[config.mk]
export PLATFORM = sky130hd
export DESIGN_NAME = bram_sd_sync_flat
export DESIGN_NICKNAME = d
export VERILOG_FILES = /design/src/rtl/bram_sd_sync_if.sv /design/src/rtl/bram_sd_sync.sv /design/src/flat_wrapper.sv
export SDC_FILE = /design/constraint.sdc
export NUM_CORES = 1
export LEC_CHECK = 0
export BUFFER_PORTS_ARGS = -buffer_cell sky130_fd_sc_hd__buf_2
export CAP_MARGIN = 10
export CELL_PAD_IN_SITES_DETAIL_PLACEMENT = 2
export CELL_PAD_IN_SITES_GLOBAL_PLACEMENT = 2
export CORE_MARGIN = 1.5
export CORE_UTILIZATION = 30
export CTS_BUF_LIST = sky130_fd_sc_hd__clkbuf_16
export DETAILED_ROUTE_END_ITERATION = 7
export PLACE_DENSITY = 0.73
export SYNTH_ARGS = -nofsm -noshare
export SYNTH_HDL_FRONTEND = slang
export SYNTH_SLANG_ARGS = --single-unit
[constraint.sdc]
create_clock -name clk_sys -period 3 [get_ports clk_sys]
set_input_delay 0.15 -clock clk_sys [delete_from_list [all_inputs] [get_ports clk_sys]]
set_output_delay 0.15 -clock clk_sys [all_outputs]
set_load 0.03 [all_outputs]
[src/rtl/bram_sd_sync_if.sv]
// HPS SD sector handshake: the sequencer drives address and read/write strobes,
// the HPS side answers with sd_ack.
interface bram_sd_sync_if #(
  parameter int LBA_W = 32
);
  logic [LBA_W-1:0] sd_lba;
  logic             sd_rd;
  logic             sd_wr;
  logic             sd_ack;

  modport master (output sd_lba, output sd_rd, output sd_wr, input sd_ack);
  modport slave  (input sd_lba, input sd_rd, input sd_wr, output sd_ack);
endinterface

[src/rtl/bram_sd_sync.sv]
// Backup-RAM save/load sequencer: streams one slot image sector by sector over the
// HPS SD interface, with dirty tracking, idle autosave, ack timeout and clean abort.
module bram_sd_sync #(
  parameter int          SECTOR_BITS = 6,
  parameter int          SLOT_BITS   = 2,
  parameter int          LBA_W       = 32,
  parameter logic [23:0] IDLE_CYC    = 24'd10_000_000,
  parameter logic [23:0] ACK_TO      = 24'd50_000_000
) (
  input  logic                 clk_sys,
  input  logic                 reset_n,
  input  logic                 enable,
  input  logic                 load_req,
  input  logic                 save_req,
  input  logic [SLOT_BITS-1:0] slot,
  input  logic                 autosave_en,
  input  logic                 mem_wr,
  bram_sd_sync_if.master       sd,
  output logic                 busy,
  output logic                 loading,
  output logic                 dirty,
  output logic                 done,
  output logic                 err
);

  localparam int PAD_W = LBA_W - SLOT_BITS - SECTOR_BITS;

  typedef enum logic [1:0] {IDLE, REQ, XFER, ABORT} state_t;

  state_t                 state_q, state_d;
  logic [SLOT_BITS-1:0]   slot_q, slot_d;
  logic [SECTOR_BITS-1:0] sector_q, sector_d;
  logic                   is_load_q, is_load_d;
  logic                   issue_q, issue_d;
  logic [23:0]            to_cnt_q, to_cnt_d;
  logic [23:0]            idle_cnt_q, idle_cnt_d;
  logic                   load_req_q, load_req_d;
  logic                   save_req_q, save_req_d;
  logic                   ack_q, ack_d;
  logic                   sd_rd_q, sd_rd_d;
  logic                   sd_wr_q, sd_wr_d;
  logic                   busy_q, busy_d;
  logic                   loading_q, loading_d;
  logic                   dirty_q, dirty_d;
  logic                   done_q, done_d;
  logic                   err_q, err_d;

  logic in_idle, load_rise, save_rise, start_load, start_save;
  logic auto_arm, auto_fire, start, ack_rise, ack_fall, timeout, last_sector;
  logic fail;

  assign in_idle     = (state_q == IDLE);
  assign load_rise   = load_req & ~load_req_q;
  assign save_rise   = save_req & ~save_req_q;
  assign start_load  = in_idle & enable & load_rise;
  // Simultaneous load/save: load wins and the save edge is consumed.
  assign start_save  = in_idle & enable & save_rise & ~load_rise;
  assign auto_arm    = in_idle & enable & autosave_en & dirty_q;
  assign auto_fire   = auto_arm & ~mem_wr & (idle_cnt_q == IDLE_CYC - 24'd1);
  assign start       = start_load | start_save | auto_fire;
  assign ack_rise    = sd.sd_ack & ~ack_q;
  assign ack_fall    = ~sd.sd_ack & ack_q;
  assign timeout     = (to_cnt_q == ACK_TO - 24'd1);
  assign last_sector = &sector_q;

  assign load_req_d = load_req & enable;
  assign save_req_d = save_req & enable;
  assign ack_d      = sd.sd_ack;

  always_ff @(posedge clk_sys) begin
    if (!reset_n) begin
      state_q    <= IDLE;
      slot_q     <= '0;
      sector_q   <= '0;
      is_load_q  <= 1'b0;
      issue_q    <= 1'b0;
      to_cnt_q   <= '0;
      idle_cnt_q <= '0;
      load_req_q <= 1'b0;
      save_req_q <= 1'b0;
      ack_q      <= 1'b0;
      sd_rd_q    <= 1'b0;
      sd_wr_q    <= 1'b0;
      busy_q     <= 1'b0;
      loading_q  <= 1'b0;
      dirty_q    <= 1'b0;
      done_q     <= 1'b0;
      err_q      <= 1'b0;
    end else begin
      state_q    <= state_d;
      slot_q     <= slot_d;
      sector_q   <= sector_d;
      is_load_q  <= is_load_d;
      issue_q    <= issue_d;
      to_cnt_q   <= to_cnt_d;
      idle_cnt_q <= idle_cnt_d;
      load_req_q <= load_req_d;
      save_req_q <= save_req_d;
      ack_q      <= ack_d;
      sd_rd_q    <= sd_rd_d;
      sd_wr_q    <= sd_wr_d;
      busy_q     <= busy_d;
      loading_q  <= loading_d;
      dirty_q    <= dirty_d;
      done_q     <= done_d;
      err_q      <= err_d;
    end
  end

  always_comb begin
    state_d = state_q;
    case (state_q)
      IDLE:  if (start) state_d = REQ;
      REQ: begin
        if (!enable)       state_d = sd.sd_ack ? ABORT : IDLE;
        else if (issue_q)  state_d = REQ;
        else if (ack_rise) state_d = XFER;
        else if (timeout)  state_d = IDLE;
      end
      XFER: begin
        if (!enable)       state_d = sd.sd_ack ? ABORT : IDLE;
        else if (ack_fall) state_d = last_sector ? IDLE : REQ;
      end
      ABORT: if (!sd.sd_ack) state_d = IDLE;
      default: state_d = IDLE;
    endcase
  end

  always_comb begin
    slot_d     = slot_q;
    sector_d   = sector_q;
    is_load_d  = is_load_q;
    issue_d    = 1'b0;
    to_cnt_d   = to_cnt_q;
    idle_cnt_d = '0;
    sd_rd_d    = sd_rd_q;
    sd_wr_d    = sd_wr_q;
    busy_d     = busy_q;
    loading_d  = loading_q;
    dirty_d    = dirty_q;
    done_d     = 1'b0;
    err_d      = 1'b0;
    fail       = 1'b0;
    case (state_q)
      IDLE: begin
        if (auto_arm) idle_cnt_d = mem_wr ? '0 : idle_cnt_q + 24'd1;
        if (start) begin
          slot_d     = slot;
          sector_d   = '0;
          is_load_d  = start_load;
          issue_d    = 1'b1;
          idle_cnt_d = '0;
        end
      end
      REQ: begin
        if (!enable) begin
          sd_rd_d = 1'b0;
          sd_wr_d = 1'b0;
          fail    = ~sd.sd_ack;
        end else if (issue_q) begin
          // First strobe of a transfer goes out one cycle after the start edge.
          sd_rd_d   = is_load_q;
          sd_wr_d   = ~is_load_q;
          busy_d    = 1'b1;
          loading_d = is_load_q;
          to_cnt_d  = '0;
          if (!is_load_q) dirty_d = 1'b0;
        end else if (ack_rise) begin
          sd_rd_d = 1'b0;
          sd_wr_d = 1'b0;
        end else if (timeout) begin
          sd_rd_d = 1'b0;
          sd_wr_d = 1'b0;
          fail    = 1'b1;
        end else begin
          to_cnt_d = to_cnt_q + 24'd1;
        end
      end
      XFER: begin
        if (!enable) begin
          sd_rd_d = 1'b0;
          sd_wr_d = 1'b0;
          fail    = ~sd.sd_ack;
        end else if (ack_fall) begin
          if (last_sector) begin
            busy_d    = 1'b0;
            loading_d = 1'b0;
            done_d    = 1'b1;
            if (is_load_q) dirty_d = 1'b0;
          end else begin
            sector_d = sector_q + SECTOR_BITS'(1);
            sd_rd_d  = is_load_q;
            sd_wr_d  = ~is_load_q;
            to_cnt_d = '0;
          end
        end
      end
      ABORT: fail = ~sd.sd_ack;
      default: ;
    endcase
    // An unfinished save leaves the slot image stale, so the RAM is dirty again.
    if (fail) begin
      busy_d    = 1'b0;
      loading_d = 1'b0;
      err_d     = 1'b1;
      if (!is_load_q) dirty_d = 1'b1;
    end
    if (mem_wr) dirty_d = 1'b1;
  end

  assign sd.sd_lba = {{PAD_W{1'b0}}, slot_q, sector_q};
  assign sd.sd_rd  = sd_rd_q;
  assign sd.sd_wr  = sd_wr_q;
  assign busy      = busy_q;
  assign loading   = loading_q;
  assign dirty     = dirty_q;
  assign done      = done_q;
  assign err       = err_q;

endmodule

[src/flat_wrapper.sv]
// flat-port wrapper written by rule: the top's interface ports become plain ports
module bram_sd_sync_flat 
#(
  parameter int          SECTOR_BITS = 6,
  parameter int          SLOT_BITS   = 2,
  parameter int          LBA_W       = 32,
  parameter logic [23:0] IDLE_CYC    = 24'd10_000_000,
  parameter logic [23:0] ACK_TO      = 24'd50_000_000
)
  (clk_sys, reset_n, enable, load_req, save_req, slot, autosave_en, mem_wr, busy, loading, dirty, done, err, sd_sd_lba, sd_sd_rd, sd_sd_wr, sd_sd_ack);
  bram_sd_sync_if #(.LBA_W(LBA_W)) sd_i ();
  input  logic clk_sys;
  input  logic reset_n;
  input  logic enable;
  input  logic load_req;
  input  logic save_req;
  input  logic [SLOT_BITS-1:0] slot;
  input  logic autosave_en;
  input  logic mem_wr;
  output logic busy;
  output logic loading;
  output logic dirty;
  output logic done;
  output logic err;
  output wire logic [$bits(sd_i.sd_lba)-1:0] sd_sd_lba;
  output wire logic [$bits(sd_i.sd_rd)-1:0] sd_sd_rd;
  output wire logic [$bits(sd_i.sd_wr)-1:0] sd_sd_wr;
  input wire logic [$bits(sd_i.sd_ack)-1:0] sd_sd_ack;
  assign sd_sd_lba = sd_i.sd_lba;
  assign sd_sd_rd = sd_i.sd_rd;
  assign sd_sd_wr = sd_i.sd_wr;
  assign sd_i.sd_ack = sd_sd_ack;
  bram_sd_sync #(.SECTOR_BITS(SECTOR_BITS), .SLOT_BITS(SLOT_BITS), .LBA_W(LBA_W), .IDLE_CYC(IDLE_CYC), .ACK_TO(ACK_TO)) u_core (.clk_sys(clk_sys), .reset_n(reset_n), .enable(enable), .load_req(load_req), .save_req(save_req), .slot(slot), .autosave_en(autosave_en), .mem_wr(mem_wr), .sd(sd_i), .busy(busy), .loading(loading), .dirty(dirty), .done(done), .err(err));
endmodule
Yosys cells after proc, flatten, opt, wreduce, memory -nomap -nowiden
Index checks and enable logic that the tools add are counted. W data, S select, Z words.

Add/sub/neg operators: 3. Equality and inequality tests: 18. Muxes and demuxes: 67. Bitwise gates (word level): 26. Reduce and logical (&&, ||, !) cells: 14.

Operator list (count): $mux W24 (7); $add A24 B1 Y24 const B (2); $eq A24 B24 Y1 const B (2); $pmux W24 S2 (1); $mux W1 (38); $mux W6 (4); $mux W2 (9); $and A1 B1 Y1 (14); $pmux W6 S2 (1); $reduce_and A4 Y1 (3); $reduce_and A6 Y1 (2); $ne A2 B2 Y1 const B (5); $not A1 Y1 (10); $pmux W1 S2 (5); $ne A3 B2 Y1 const B (3); $pmux W2 S4 (1); $reduce_and A7 Y1 (1); $add A6 B1 Y6 const B (1); $ne A2 B1 Y1 const B (3); $ne A5 B2 Y1 const B (1); $reduce_and A5 Y1 (1); $reduce_or A5 Y1 (1); $eq A2 B2 Y1 const B (2); $reduce_and A2 Y1 (2); other kinds (7) (9).

Register bits after elaboration: 70. Input port bits: 10. Output and inout bits: 39. Logic and storage cells: 145.

Logic depth before layout (Yosys ltp)
Gate-level depths: netlist of run 1.

Depth after elaboration: 9. Depth in mapped cells: 9. Mapped depth without buffers: 8.

Worst setup path after synthesis of run 1
OpenSTA, ideal clock, no wires.

Path kind: reg-to-reg. Start point: register u_core.sector_q[0]. End point: register u_core.to_cnt_q[18]. Library setup time: 0.070 ns. Arrival time: 2.191 ns. Required time: 2.930 ns. Slack: 0.739 ns. Stages on the path, launching flop included: 9. Buffers on the path: 1. Period minus slack after synthesis: 2.261 ns. Cell sequence: dfxtp_1 > ha_1 > nand3_1 > or2_1 > buf_2 > a41o_1 > nand4_2 > or4_1 > a21oi_1.

Cells in the longest elaborated chain, start to end: 3.

RTL lines: start: declaration (RTL line bram_sd_sync.sv:32) `logic [SECTOR_BITS-1:0] sector_q, sector_d;`; start signal: assignment (RTL line bram_sd_sync.sv:92) `sector_q <= sector_d;`; $reduce_and A6 Y1 (RTL line bram_sd_sync.sv:64) `assign last_sector = &sector_q;`; $ne A2 B2 Y1 (no line); $reduce_and A7 Y1 (no line); end signal: assignment (RTL line bram_sd_sync.sv:95) `to_cnt_q <= to_cnt_d;`; end: declaration (RTL line bram_sd_sync.sv:35) `logic [23:0] to_cnt_q, to_cnt_d;`.

No other way between the ends. A chain may end at the register's enable or synchronous reset.

Worst setup path in the final report of run 1
Start point: register u_core.state_q[0]. End point: register u_core.to_cnt_q[18].

Cells in the longest elaborated chain, start to end: 3. Elaborated cells between the ends (all ways): 11. Classes of those cells: 8 x eq/ne; 1 x mux; 2 x reduce/logical.

RTL lines: start: declaration (RTL line bram_sd_sync.sv:30) `state_t state_q, state_d;`; start signal: assignment (RTL line bram_sd_sync.sv:90) `state_q <= state_d;`; $eq A2 B1 Y1 or $eq A2 B2 Y1 (tied branches) (RTL line bram_sd_sync.sv:144) `case (state_q)`; $ne A3 B2 Y1 (no line), or another cell as far along; $reduce_and A7 Y1 (no line).

Parallel ways exist; a longest one is shown, timed or not.

==> results.py, run 1 <==
metrics = {
    "timing": {
        "period_needed_ns": 2.43,
        "fmax_mhz": 411,
        "worstMarginPinSlew_ns": 0.596,
        "finalSetupViolCount": 0,
        "relSlewSlack": 0.600,
        "setup_tns_ns": 0,
        "slew_viol_final": 0,
        "fin_skew_ns": 0.0104,
        "min_period_over_period": 0.811,
        "rsz0062_at_grt": "false",
        "hold_viol_final": 0,
    },
    "setup_path": {
        "cp-end-kind": "flip-flop",
        "cp.buffers_inverters": 2,
        "slowest_delay_ns": 0.53,
        "crit_chain": "inv_1, ha_1, inv_1, o311a_1, a41o_1, nand4_2, or4_1, a21oi_1",
        "r2r_slack_ns": 0.57,
        "worst_r2r_path_depth": 8,
        "startpoint_type": "flip-flop",
        "path_delay_family": "simple AND/OR/NAND/NOR gates",
        "required_ns": 3.27,
        "cpMaxStageDelayCell": "or4_1",
        "crit_path_end": "u_core.to_cnt_q[18]",
        "path_class": "reg2reg",
        "cp-startpoint": "u_core.state_q[0]",
        "cpMostUsedCell": "inv_1",
        "r2r_end": "u_core.to_cnt_q[18]",
        "critPathMaxFanout": 10,
        "reg2reg_from": "u_core.state_q[0]",
        "cp.depth": 8,
        "crit_arrival_ns": 2.71,
    },
    "power_and_ir_drop": {
        "p_per_area_nw_per_um2": 541,
        "ir_drop_mv": 0.272,
        "leakage_nw": 1.47,
        "power_mw": 2.19,
    },
    "logic_synthesis": {
        "synth_cell_types": 57,
        "yosys-top-cells-area": "dfxtp_1, nor2_1, buf_4",
        "netlist_instances": 433,
        "ys_seq_elements": 70,
        "yosysTopAreaCellShare": 0.389,
        "syn-cell-area_um2": 3600,
        "synth-seq-area-share": 0.389,
        "synthArstFlopShare": 0,
        "synth_largest_area_cell": "dfxtp_1",
        "yosysWarnings": 0,
        "syn_avg_cell_area_um2": 8.31,
        "synth-edff-count": 0,
        "ys.flop_type": "dfxtp_1",
    },
    "routing": {
        "ant_nets": 0,
        "drt-total-wl_um": 9620,
        "drc": 0,
        "vias": 3102,
        "first_pass_iters": 6,
        "drtIter0Drc": 89,
        "wl_per_cell_um": 15.8,
        "viasPerCell": 5.09,
    },
    "clock_network": {
        "clock_latency_ns": 0.35,
        "cts_hold_buf": 0,
        "cts.repair.resized": 0,
        "clock_sinks": 70,
        "ctsLongestPathBuffers": 2,
        "cts_tree": "done",
        "cts_setup_buffers": 0,
        "numCtsBuffers": 9,
        "htreeDepth": 3,
        "path_clk_slew_ns": 0.07,
        "root_buffer": "clkbuf_16",
    },
    "cells_and_area": {
        "final_util": 0.350,
        "final_common_cell": "dfxtp_1",
        "syn2layout_area_growth_pct": 12.5,
        "nets": 478,
        "mostFrequentLayoutCells": "dfxtp_1, nor2_1, nand2_1, nand3_1",
        "ff_latch_area_um2": 1400,
        "stdcell_area_um2": 4050,
        "drive_above_1_share": 0.112,
        "layoutNonFillerInstCount": 609,
        "final.fill_count": 1347,
        "multi_input_area_um2": 1980,
    },
    "global_route": {
        "grt_pass1_vias": 3320,
        "grt.total_usage": 0.164,
        "antenna_found_initial": 1,
        "grt_overflow": 0,
        "grt_max_degree": 25,
        "grt_pass1_wl_um": 16400,
    },
    "place": {
        "dpl.cell_count": 592,
        "placed_area_um2": 3780,
        "gp_congestion": 0.801,
        "placement.io_buffers": 24,
        "dpl.hpwl_um": 6970,
    },
    "job": {
        "maxCapViolations": 0,
    },
    "floorplan": {
        "coreArea_um2": 11600,
        "io_pins": 49,
        "rows": 39,
        "die_y_um": 113,
        "fp.dieW_um": 113,
        "initial_utilization": 0.311,
        "die_area_um2": 12700,
    },
    "min_path": {
        "hold_path_class": "in2reg",
    },
    "run_status": {
        "status": "finished, final reports clean",
    },
}
-- layout make-up --
type	instances	share of cell area
inverter	17	0.0158
timing repair buffer	29	0.0389
clock buffer	9	0.0556
clock inverter	7	0.0102
antenna	1	0.000618
sequential	70	0.346
tap	143	0.0442
multi-input combinational	333	0.489
-- logic make-up (layout without fill, tap and decap cells) --
kind of cell	Yosys count	after routing	synth area share
AOI/OAI and AO/OA	72	72	0.130
xor gates and xnor gates	32	32	0.0779
adders and majority gates	8	8	0.0278
buffers and inverters	53	62	0.0858
DFF	70	70	0.389
muxes	4	4	0.0111
other	1	25	0.00104
and+or+nand+nor	193	193	0.277
-- synth_stat cells, types with 5 or more instances --
library cell / number
clkbuf_1: 8
ha_1: 8
nand3_1: 26
o31ai_1: 7
o21ai_0: 14
nor2_1: 54
nand4_1: 11
or3_1: 11
dfxtp_1: 70
buf_4: 24
xnor2_1: 14
a21oi_1: 24
and3_1: 12
xor2_1: 18
a21o_1: 5
nand2_1: 38
nor3_1: 6
inv_1: 17
nor4_1: 9
-- routing by layer --
layer | track usage | vias to the layer above | wire, µm
li1 | - | 1525 | -
met1 | 0.201 | 1527 | 4600
met2 | 0.275 | 36 | 4580
met3 | 0.0427 | 14 | 278
met4 | 0.0658 | 0 | 158
met5 | 0 | - | 0
-- worst min path at each step --
stage	startpoint	end	slack (ns)	depth (start not counted)
floorplan	reset_n	u_core.done	0.29	2
global placement	slot[1]	u_core.slot_q[1]	0.39	3
detailed placement	slot[1]	u_core.slot_q[1]	0.40	3
CTS	slot[1]	u_core.slot_q[1]	0.04	3
global route	save_req	u_core.save_req_q	0.06	2
finish	slot[1]	u_core.slot_q[1]	0.05	3
-- sequential cells by signal, summed over array words and instances, names as in the netlist --
signal / count
u_core.save_req_q: 1
u_core.is_load_q: 1
u_core.dirty: 1
u_core.slot_q: 2
u_core.sd.sd_rd: 1
u_core.busy: 1
u_core.issue_q: 1
u_core.sd.sd_wr: 1
u_core.ack_q: 1
u_core.loading: 1
u_core.sector_q: 6
u_core.to_cnt_q: 24
u_core.done: 1
u_core.load_req_q: 1
u_core.err: 1
u_core.idle_cnt_q: 24
u_core.state_q: 2
-- worst min-delay path, delay by kind of cell --
family | cells | cell delay (ns)
multiplexers | 1 | 0.05
buffers and inverters | 1 | 0.08
AND/OR/NAND/NOR | 1 | 0.07
-- stage by stage --
stage	hold WS (ns)	setup WS, ns
final	0.0465	0.568
after floorplan	0.290	0.739
after global placement	0.390	0.687
after global routing	0.0558	0.337
after CTS	0.0358	0.566
after detailed placement	0.399	0.593
-- report_power, final --
group / switching (mW) / total, mW / internal (mW)
Combinational: 0.181 / 0.253 / 0.0720
Sequential: 0.0140 / 0.960 / 0.946
Clock: 0.425 / 0.978 / 0.553
(Power assumes the default switching activity.)
==> run 2: changes to the inputs <==
Settings changed: PLACE_DENSITY 0.73 to 0.76.
Clock period 3 ns to 2.15 ns, I/O delays scaled along.
==> results.py, run 2 (synthesis gave the netlist of run 1 again) <==
metrics = {
    "run_status": {
        "status": "finished, final reports clean",
    },
    "place": {
        "dpl.hpwl_um": 7410,
        "dpl.cell_count": 615,
        "placed_area_um2": 3970,
        "placement.io_buffers": 24,
        "place_ws_ns": 0.0457,
        "gp_congestion": 0.822,
    },
    "setup_path": {
        "worst_r2r_path_depth": 8,
        "required_ns": 2.37,
        "r2r_end": "u_core.sector_q[2]",
        "crit_arrival_ns": 2.31,
        "reg2reg_from": "u_core.idle_cnt_q[9]",
        "startpoint_type": "flip-flop",
        "cp-startpoint": "u_core.idle_cnt_q[9]",
        "critPathMaxFanout": 7,
        "r2r_slack_ns": 0.06,
        "path_class": "reg2reg",
        "cp-end-kind": "flip-flop",
        "crit_path_end": "u_core.sector_q[2]",
    },
    "routing": {
        "ant_nets": 0,
        "vias": 3284,
        "wl_per_cell_um": 17.0,
        "drtIter0Drc": 124,
        "drc": 0,
        "first_pass_iters": 6,
        "viasPerCell": 5.18,
        "drt-total-wl_um": 10800,
    },
    "cells_and_area": {
        "final_util": 0.381,
        "mostFrequentLayoutCells": "dfxtp_1, nor2_1, nand2_1, buf_4, nand3_1",
        "final_common_cell": "dfxtp_1",
        "nets": 504,
        "stdcell_area_um2": 4410,
        "drive_above_1_share": 0.193,
        "antennaDiodeCount": 0,
        "final.fill_count": 1311,
        "syn2layout_area_growth_pct": 22.5,
        "reg_top3": "u_core.idle_cnt_q: 24 flops, u_core.to_cnt_q: 24 flops, u_core.sector_q: 6 flops",
        "layoutNonFillerInstCount": 634,
    },
    "timing": {
        "rsz0062_at_grt": "true",
        "fmax_mhz": 479,
        "worstMarginPinSlew_ns": 0.538,
        "setup_tns_ns": 0,
        "layout_setup_ws_ns": 0.0622,
        "min_period_over_period": 0.971,
        "period_needed_ns": 2.09,
        "finalSetupViolCount": 0,
        "relSlewSlack": 0.638,
        "hold_viol_final": 0,
        "slew_viol_final": 0,
        "fin_skew_ns": 0.00544,
        "whs_ns": 0.0328,
    },
    "global_route": {
        "grt_overflow": 0,
        "grt_pass1_vias": 3553,
        "antenna_found_initial": 0,
        "grt.total_usage": 0.173,
        "grt_max_degree": 25,
        "grt_pass1_wl_um": 17500,
    },
    "min_path": {
        "hold_path_class": "in2reg",
    },
    "power_and_ir_drop": {
        "pwr-share-seq": 0.397,
        "swShare": 0.264,
        "combPwrFrac": 0.130,
        "power_mw": 3.37,
        "leakage_nw": 1.63,
        "ir_drop_mv": 0.334,
        "netSwitchingPower_uw": 890,
        "clkPwrFrac": 0.473,
        "p_per_area_nw_per_um2": 764,
        "intPower_mw": 2.48,
    },
    "clock_network": {
        "clock_sinks": 70,
        "numCtsBuffers": 9,
        "clock_latency_ns": 0.34,
        "ctsLongestPathBuffers": 2,
        "htreeDepth": 3,
        "cts_tree": "done",
        "path_clk_slew_ns": 0.06,
        "root_buffer": "clkbuf_16",
    },
    "job": {
        "maxCapViolations": 0,
    },
    "floorplan": {
        "die_y_um": 113,
        "io_pins": 49,
        "rows": 39,
        "die_area_um2": 12700,
        "fp.dieW_um": 113,
        "coreArea_um2": 11600,
        "initial_utilization": 0.311,
    },
}
-- run 2: power groups by stage --
stage	Clock, mW	Combinational (mW)	Sequential [mW]
2_1_floorplan	0	0.277	1.38
3_3_place_gp	0	0.392	1.36
3_5_place_dp	0	0.403	1.36
4_1_cts	1.65	0.408	1.34
5_1_grt	1.70	0.472	1.34
6_report	1.60	0.437	1.34
-- run 2: layout make-up --
cell class | instances | area (µm²) | share of cell area
sequential | 70 | 1410 | 0.319
multi-input combinational | 333 | 2080 | 0.471
clock inverter | 7 | 91.3 | 0.0207
tap | 143 | 179 | 0.0406
clock buffer | 9 | 225 | 0.0511
timing repair buffer | 55 | 368 | 0.0834
inverter | 17 | 63.8 | 0.0145
-- run 2: worst min-delay path by stage --
stage	from	to	slack, ns	cells after the start
floorplan	reset_n	u_core.done	0.25	2
global placement	slot[0]	u_core.slot_q[0]	0.35	3
detailed placement	slot[1]	u_core.slot_q[1]	0.36	3
CTS	save_req	u_core.save_req_q	0.02	2
global route	load_req	u_core.load_req_q	0.03	2
finish	save_req	u_core.save_req_q	0.03	2
-- run 2: worst max-delay path: stages, from the launching register on --
cell and delay, ns:
dfxtp_1 0.40, nand2_1 0.12, nor4_1 0.48, nand4_1 0.16
buf_4 0.18, a21oi_2 0.13, buf_4 0.16, a21boi_0 0.23
o32ai_1 0.10
-- run 2: routing by layer --
| metal | GRT usage | vias up | share of wire |
|---|---|---|---|
| met5 | 0 | - | 0 |
| li1 | - | 1583 | - |
| met4 | 0.0608 | 0 | 0.018 |
| met1 | 0.211 | 1636 | 0.46 |
| met2 | 0.296 | 49 | 0.49 |
| met3 | 0.0448 | 16 | 0.028 |
-- run 2: what timing repair did --
| action | in CTS | in global routing |
|---|---|---|
| hold buffers | 1 | 0 |
| gates resized for setup | 0 | 21 |
| setup endpoints to repair | 0 | 57 |
| setup buffers | 0 | 2 |
| hold endpoints to repair | 1 | 0 |
==> run 3: changes to the inputs <==
Settings changed: CAP_MARGIN 10 to 25, CORE_MARGIN 1.5 to unset.
==> results.py, run 3 (synthesis gave the netlist of run 1 again) <==
metrics = {
    "timing": {
        "worstMarginPinSlew_ns": 0.560,
        "fin_skew_ns": 0.0108,
        "rsz0062_at_grt": "true",
        "slew_viol_final": 0,
        "relSlewSlack": 0.623,
        "setup_tns_ns": 0,
        "whs_ns": 0.0195,
        "hold_viol_final": 0,
        "min_period_over_period": 0.981,
        "layout_setup_ws_ns": 0.0401,
        "finalSetupViolCount": 0,
        "period_needed_ns": 2.11,
        "fmax_mhz": 474,
    },
    "place": {
        "placement.io_buffers": 24,
        "dpl.hpwl_um": 7480,
        "placed_area_um2": 4010,
        "gp_congestion": 0.825,
        "place_ws_ns": -0.294,
        "dpl.cell_count": 621,
    },
    "setup_path": {
        "slowest_delay_ns": 0.41,
        "path_delay_family": "simple AND/OR/NAND/NOR gates",
        "cpMostUsedCell": "inv_1",
        "worst_r2r_path_depth": 9,
        "reg2reg_from": "u_core.state_q[0]",
        "cp-end-kind": "flip-flop",
        "cpMaxStageDelayCell": "nor4_1",
        "crit_chain": "inv_1, ha_1, inv_1, o311a_1, a41oi_1, buf_4, nor4_1, xnor2_1, nor2_1",
        "r2r_end": "u_core.to_cnt_q[9]",
        "required_ns": 2.38,
        "r2r_slack_ns": 0.04,
        "path_class": "reg2reg",
        "cp.buffers_inverters": 3,
        "startpoint_type": "flip-flop",
        "critPathMaxFanout": 4,
        "crit_arrival_ns": 2.34,
    },
    "run_status": {
        "status": "finished, violations left",
        "violations": "DRC",
    },
    "clock_network": {
        "clock_latency_ns": 0.35,
        "path_clk_slew_ns": 0.06,
        "htreeDepth": 3,
        "ctsLongestPathBuffers": 2,
        "cts_tree": "done",
        "root_buffer": "clkbuf_16",
        "numCtsBuffers": 9,
        "clock_sinks": 70,
    },
    "power_and_ir_drop": {
        "ir_drop_mv": 0.373,
        "netSwitchingPower_uw": 947,
        "combPwrFrac": 0.152,
        "power_mw": 3.23,
        "leakage_nw": 1.71,
        "clkPwrFrac": 0.433,
        "pwr-share-seq": 0.415,
        "p_per_area_nw_per_um2": 705,
        "intPower_mw": 2.28,
        "swShare": 0.293,
    },
    "min_path": {
        "hold_path_depth": 2,
        "whs_endpoint": "u_core.save_req_q",
        "holdCritStartpoint": "save_req",
        "hold_path_class": "in2reg",
    },
    "cells_and_area": {
        "mostFrequentLayoutCells": "dfxtp_1, nor2_1, buf_4, nand2_1",
        "final_util": 0.396,
        "stdcell_area_um2": 4580,
        "drive_above_1_share": 0.232,
        "reg_top3": "u_core.idle_cnt_q: 24 flops, u_core.to_cnt_q: 24 flops, u_core.sector_q: 6 flops",
        "antennaDiodeCount": 0,
        "ff_latch_area_um2": 1410,
        "final.fill_count": 1304,
        "layoutNonFillerInstCount": 651,
        "final_common_cell": "dfxtp_1",
        "syn2layout_area_growth_pct": 27.1,
        "multi_input_area_um2": 2160,
        "nets": 521,
    },
    "routing": {
        "drtIter0Drc": 115,
        "vias": 3446,
        "viasPerCell": 5.29,
        "ant_nets": 0,
        "drc": 2,
        "first_pass_iters": 8,
        "wl_per_cell_um": 18.7,
        "drt-total-wl_um": 12200,
    },
    "global_route": {
        "grt_overflow": 0,
        "grt_pass1_vias": 3572,
        "antenna_found_initial": 0,
        "grt.total_usage": 0.187,
        "grt_pass1_wl_um": 18400,
        "grt_max_degree": 25,
    },
    "floorplan": {
        "initial_utilization": 0.311,
        "die_y_um": 112,
        "rows": 39,
        "die_area_um2": 12400,
        "io_pins": 49,
        "coreArea_um2": 11600,
        "fp.dieW_um": 112,
    },
    "job": {
        "maxCapViolations": 0,
    },
}
-- run 3: cell count changes in the layout (fill, tap and decap cells not counted), moves of 2 or more --
cell / before / now
buf_4: 29 / 40
bufinv_16: 2 / 0
clkinv_4: 1 / 3
dfxtp_1: 67 / 65
dfxtp_2: 3 / 5
nand3_1: 25 / 23
nand3_2: 1 / 3
-- run 3: power by group through the flow --
stage	Sequential, mW	Combinational [mW]	Clock [mW]
after floorplan	1.38	0.277	0
after global placement	1.36	0.392	0
after detailed placement	1.37	0.404	0
after CTS	1.34	0.420	1.44
after global routing	1.34	0.519	1.49
final	1.34	0.490	1.40
-- run 3: what timing repair did --
| action | 4_1_cts | 5_1_grt |
|---|---|---|
| gates cloned | 0 | 3 |
| resized for setup | 5 | 29 |
| setup buffers | 1 | 8 |
| hold endpoints to repair | 2 | 0 |
| hold buffers | 2 | 0 |
| setup endpoints to repair | 54 | 58 |
| pin swaps | 2 | 5 |
-- run 3: area by class of cell --
cell class / count / area share
clock buffers: 9 / 0.0492
clock inverters: 7 / 0.0112
inverters: 17 / 0.0139
multi-input cells: 336 / 0.472
flip-flops and latches: 70 / 0.308
well taps: 143 / 0.0391
repair buffers: 69 / 0.107
-- run 3: worst max path at each step --
stage / cells past startpoint / slack (ns) / startpoint / endpoint
3_5_place_dp: 8 / -0.29 / u_core.state_q[0] / u_core.to_cnt_q[3]
2_1_floorplan: 8 / -0.03 / u_core.sector_q[0] / u_core.to_cnt_q[18]
4_1_cts: 8 / 0.004 / u_core.state_q[0] / u_core.to_cnt_q[3]
6_report: 9 / 0.04 / u_core.state_q[0] / u_core.to_cnt_q[9]
5_1_grt: 9 / -0.06 / u_core.state_q[0] / u_core.to_cnt_q[9]
3_3_place_gp: 8 / -0.20 / u_core.state_q[0] / u_core.to_cnt_q[4]
-- run 3: layer usage --
metal,part of all wire,GRT usage,vias to the layer above
met3,0.031,0.0310,29
met4,0.032,0.103,0
li1,-,-,1634
met1,0.44,0.232,1718
met5,0,0,-
met2,0.50,0.310,65
-- run 3: worst reg2reg max path: stages (launching register included) --
cell and delay, ns:
dfxtp_2 0.36, inv_1 0.07, ha_1 0.23, inv_1 0.11, o311a_1 0.24, a41oi_1 0.11, buf_4 0.23, nor4_1 0.41
xnor2_1 0.17, nor2_1 0.05
